===== config.mk =====
export PLATFORM = sky130hd
export DESIGN_NAME = truth_table_reader
export DESIGN_NICKNAME = d
export VERILOG_FILES = /design/src/rtl/truth_table_reader.sv
export SDC_FILE = /design/constraint.sdc
export NUM_CORES = 1
export LEC_CHECK = 0
export ABC_AREA = 1
export CAP_MARGIN = 20
export CELL_PAD_IN_SITES_DETAIL_PLACEMENT = 0
export CELL_PAD_IN_SITES_GLOBAL_PLACEMENT = 1
export CORE_MARGIN = 2
export CORE_UTILIZATION = 30
export DETAILED_ROUTE_END_ITERATION = 10
export MAX_ROUTING_LAYER = met4
export PLACE_DENSITY = 0.73
export SKIP_CTS_REPAIR_TIMING = 1
export SYNTH_ARGS = -nofsm -noshare
export SYNTH_HDL_FRONTEND = slang
export SYNTH_SLANG_ARGS = --single-unit

===== constraint.sdc =====
create_clock -name clk -period 3.6 [get_ports clk]
set_input_delay 1.08 -clock clk [delete_from_list [all_inputs] [get_ports clk]]
set_output_delay 1.08 -clock clk [all_outputs]
set_load 0.02 [all_outputs]

===== src/rtl/truth_table_reader.sv =====
// truth_table_reader: rebuilds the truth table of an unknown 2-input Boolean
// function from observed (x, y, s) samples, flags inconsistent samples and
// classifies the recovered function (constant, x/y dependency, linearity).
//
// Handshake: in_valid is a pure strobe with no ready. A sample is consumed on
// every rising clk edge where in_valid is high, unless reset or clear is also
// high on that edge, in which case the sample is discarded. Back-to-back
// samples are legal.

module truth_table_reader #(
    parameter int CNT_W = 8
) (
    input  logic             clk,
    input  logic             reset,
    input  logic             clear,
    input  logic             in_valid,
    input  logic             x,
    input  logic             y,
    input  logic             s,
    output logic [3:0]       table_out,
    output logic [3:0]       seen,
    output logic             done,
    output logic             conflict,
    output logic             is_const,
    output logic             dep_x,
    output logic             dep_y,
    output logic             is_linear,
    output logic [CNT_W-1:0] sample_count
);

    // IDLE: nothing recorded; COLLECT: some rows known; DONE: table complete;
    // ERROR: a sample contradicted a stored row, held until reset/clear.
    typedef enum logic [1:0] {
        IDLE    = 2'd0,
        COLLECT = 2'd1,
        DONE    = 2'd2,
        ERROR   = 2'd3
    } state_t;

    state_t     state;
    logic [1:0] row;
    logic [3:0] row_bit;
    logic [3:0] seen_next;
    logic       row_match;

    assign row       = {x, y};
    assign row_bit   = 4'b0001 << row;
    assign seen_next = seen | row_bit;
    assign row_match = (table_out[row] == s);

    // Sample acceptance, row recording, conflict detection and counting.
    always_ff @(posedge clk) begin
        if (reset || clear) begin
            state        <= IDLE;
            table_out    <= 4'b0000;
            seen         <= 4'b0000;
            done         <= 1'b0;
            conflict     <= 1'b0;
            sample_count <= '0;
        end else if (in_valid) begin
            // Counting happens in every state, including ERROR.
            if (sample_count != {CNT_W{1'b1}}) begin
                sample_count <= sample_count + CNT_W'(1);
            end
            case (state)
                IDLE: begin
                    table_out[row] <= s;
                    seen           <= seen_next;
                    state          <= COLLECT;
                end
                COLLECT: begin
                    if (!seen[row]) begin
                        table_out[row] <= s;
                        seen           <= seen_next;
                        if (seen_next == 4'b1111) begin
                            state <= DONE;
                            done  <= 1'b1;
                        end
                    end else if (!row_match) begin
                        state    <= ERROR;
                        conflict <= 1'b1;
                    end
                end
                DONE: begin
                    if (!row_match) begin
                        state    <= ERROR;
                        conflict <= 1'b1;
                        done     <= 1'b0;
                    end
                end
                ERROR: begin
                    // Table and seen stay frozen; only the counter moves.
                end
                default: begin
                    state <= ERROR;
                end
            endcase
        end
    end

    logic raw_dep_x;
    logic raw_dep_y;
    logic raw_linear;

    // Classify the stored table; flags are only meaningful once done is high.
    always_comb begin
        raw_dep_x  = (table_out[0] != table_out[2]) | (table_out[1] != table_out[3]);
        raw_dep_y  = (table_out[0] != table_out[1]) | (table_out[2] != table_out[3]);
        raw_linear = 1'b0;
        case (table_out)
            4'b0000, 4'b1111, 4'b0110, 4'b1001,
            4'b1100, 4'b0011, 4'b1010, 4'b0101: raw_linear = 1'b1;
            default:                            raw_linear = 1'b0;
        endcase
        dep_x     = done & raw_dep_x;
        dep_y     = done & raw_dep_y;
        is_const  = done & ~raw_dep_x & ~raw_dep_y;
        is_linear = done & raw_linear;
    end

endmodule


==> reports/metrics.yaml <==
routed-wl-met3_um: 187
synth-compound-area-share: 0.1388
crit_slowest_cell: "clkdlybuf4s50_1"
clk_latency_ns: 0.26
diodes: 0
start_util: 0.3126
cts_made_buffers: 3
ioPinCount: 29
postRouteAntennaNets: 0
setup_tns_ns: 0
worstHoldEndpoint: "conflict$_SDFFE_PP0P_"
hpwl_um: 2429
drt_iter0_drc: 61
core_area_um2: 4354
start_kind: "flop"
syn_area_per_cell_um2: 6.513
final_cell_mix: "nand2_1 (59), clkdlybuf4s50_1 (28), inv_1 (26)"
routabilityCongestion: 0.8170
wl_met1_um: 1609
critPathArrivalTime_ns: 1.70
syn_inst: 209
overflow: 0
reg2reg_depth: 11
wl_per_cell_um: 10.94
drv_slew: 0
worst_pin_slew_ns: 0.3437
status: "finished clean"
synthXorXnorAreaFrac: 0.05147
yosys_warnings: 0
drive_gt1_frac: 0.08403
fillers: 470
crit_chain: "xnor2_1 -> nand3_1 -> nor2_1 -> clkdlybuf4s50_1"
clkSinkCount: 21
die_height_um: 71.36
antenna_found_initial: 0
seq_area_um2: 420.4
synth-seq-area-share: 0.3088
ir_worst_vdd_uv: 116.0
wirelength_um: 3173
yosysTopAreaCell: "dfxtp_1"
setup_viol: 0
drc: 0
fin_crit_ns: 2.784
synth_top_family_by_area: "simple AND/OR/NAND/NOR gates"
clk_pin_slew_ns: 0.08
multi_input_area_um2: 802.0
synth.area.mux_share: 0
clk_path_buf_depth: 2
synth.distinct_cells: 27
synthAdderAreaFrac: 0.03676
min_period_over_period: 0.7734
whs_path_depth: 2
cts_root_buf: "clkbuf_8"
top_layer_used: "met4"
syn_nets: 220
die-area_um2: 5092
area_growth_syn_to_layout_pct: 27.67
htree_levels: 1
nNetsFinal: 250
cp-end-kind: "output port"
dr.pass1.iters: 4
relSlewSlack: 0.7685
fmax_mhz: 359.2
vias: 1344
r2r_end: "raw_linear$_DFF_P_"
grt_pass1_wl_um: 5651
synth.top_cell.area_share: 0.3088
critical_path_class: "flop to output port"
track_usage: 0.1391
syn_area_um2: 1361
skew_ns: 0.008758
min_from: "conflict$_SDFFE_PP0P_"
via_per_inst: 4.634
synthSimpleGateAreaFrac: 0.3621
final_core_util: 0.3991
max_stage_delay_ns: 0.60
critPathRequiredTime_ns: 2.52
hold_path_class: "flop to flop"
rsz0062_at_grt: "no"
yosys_register_bits: 21
wl_met2_um: 1327
portBuffers: 28
drv_cap: 0
grt_start_max_net_pins: 15
rrSetupSlack_ns: 1.85
mostFrequentLayoutCell: "nand2_1"
rows: 24
p_per_area_nw_per_um2: 289.5
cts_tree: "done"
worstReg2RegStart: "state[1]$_SDFFE_PP0P_"
synthTopCellsByArea: "dfxtp_1 (31%), nand2_1 (16%), inv_1 (7.2%)"
leakagePower_nw: 0.7344
grt_pass1_vias: 1296
crit_fanout: 7
die_x_um: 71.36
finalHoldViolCount: 0
==> layout make-up <==
class | instances | share of cell area
Inverter | 31 | 0.06695
Timing Repair Buffer | 29 | 0.1656
Multi-Input combinational cell | 153 | 0.4615
Clock buffer | 3 | 0.02376
Sequential cell | 21 | 0.2419
Tap cell | 52 | 0.03744
Clock inverter | 1 | 0.002880
==> registers in the layout, summed over array words and instances (netlist names) <==
signal        count
sample_count      8
seen              4
table_out         4
state             2
conflict          1
done              1
raw_linear        1
==> synth_stat cells <==
master	instances
nand2_1	59
inv_1	26
dfxtp_1	21
nand3_1	19
a21oi_1	16
nor2_1	16
o21ai_0	9
xnor2_1	6
nand2_2	5
ha_1	4
clkbuf_1	3
inv_2	3
nor3_1	3
a22oi_1	2
clkinv_1	2
nand3_2	2
o21a_1	2
xor2_1	2
a21boi_2	1
a21oi_4	1
buf_6	1
nand3b_1	1
nor2_4	1
nor3b_2	1
nor4_1	1
nor4_2	1
o22ai_1	1
==> through the flow <==
| step | area (um^2) | power [mW] | worst slack (ns) | hold slack, ns | cells |
|---|---|---|---|---|---|
| global placement | 1692 | 0.3540 | 0.7029 | 0.4439 | 286 |
| global route | 1738 | 0.5411 | 0.6242 | 0.5096 | 290 |
| CTS | 1738 | 0.5128 | 0.7893 | 0.4679 | 290 |
| floorplan | 1361 | 0.3197 | 1.320 | 0.4749 | 209 |
| detailed placement | 1692 | 0.3534 | 0.7035 | 0.4516 | 286 |
| finish | 1738 | 0.5032 | 0.8157 | 0.4674 | 290 |
==> critical path, delay by kind of cell, from the launching register on <==
family	cells	cell delay, ns
xor gates and xnor gates	1	0.18
buffers and inverters	1	0.60
and+or+nand+nor	2	0.19
DFF	1	0.48
==> report_power, final <==
part / internal (mW) / switching (mW)
sequential: 0.239 / 0.00771
combinational: 0.0400 / 0.0605
clock: 0.0770 / 0.0788
total: 0.356 / 0.147
==> logic make-up after synthesis <==
kind of cell,count (synthesis)
fa+ha+maj,4
compound gates,32
simple gates,109
xor+xnor,8
buf+inv,35
flops,21
==> layer usage <==
layer / global-route usage / up-vias
li1: - / 720
met1: 0.1861 / 586
met2: 0.2099 / 32
met3: 0.02532 / 6
met4: 0.05031 / 0
met5: - / -
==> worst max-delay path by stage <==
| stage | from | end |
|---|---|---|
| after floorplan | table_out[1]$_SDFFE_PP0N_ | is_const |
| after global placement | y | raw_linear$_DFF_P_ |
| after detailed placement | y | raw_linear$_DFF_P_ |
| after CTS | table_out[1]$_SDFFE_PP0N_ | is_const |
| after global routing | table_out[1]$_SDFFE_PP0N_ | is_const |
| final | table_out[1]$_SDFFE_PP0N_ | is_const |
Power figures use the tool's default switching activity.
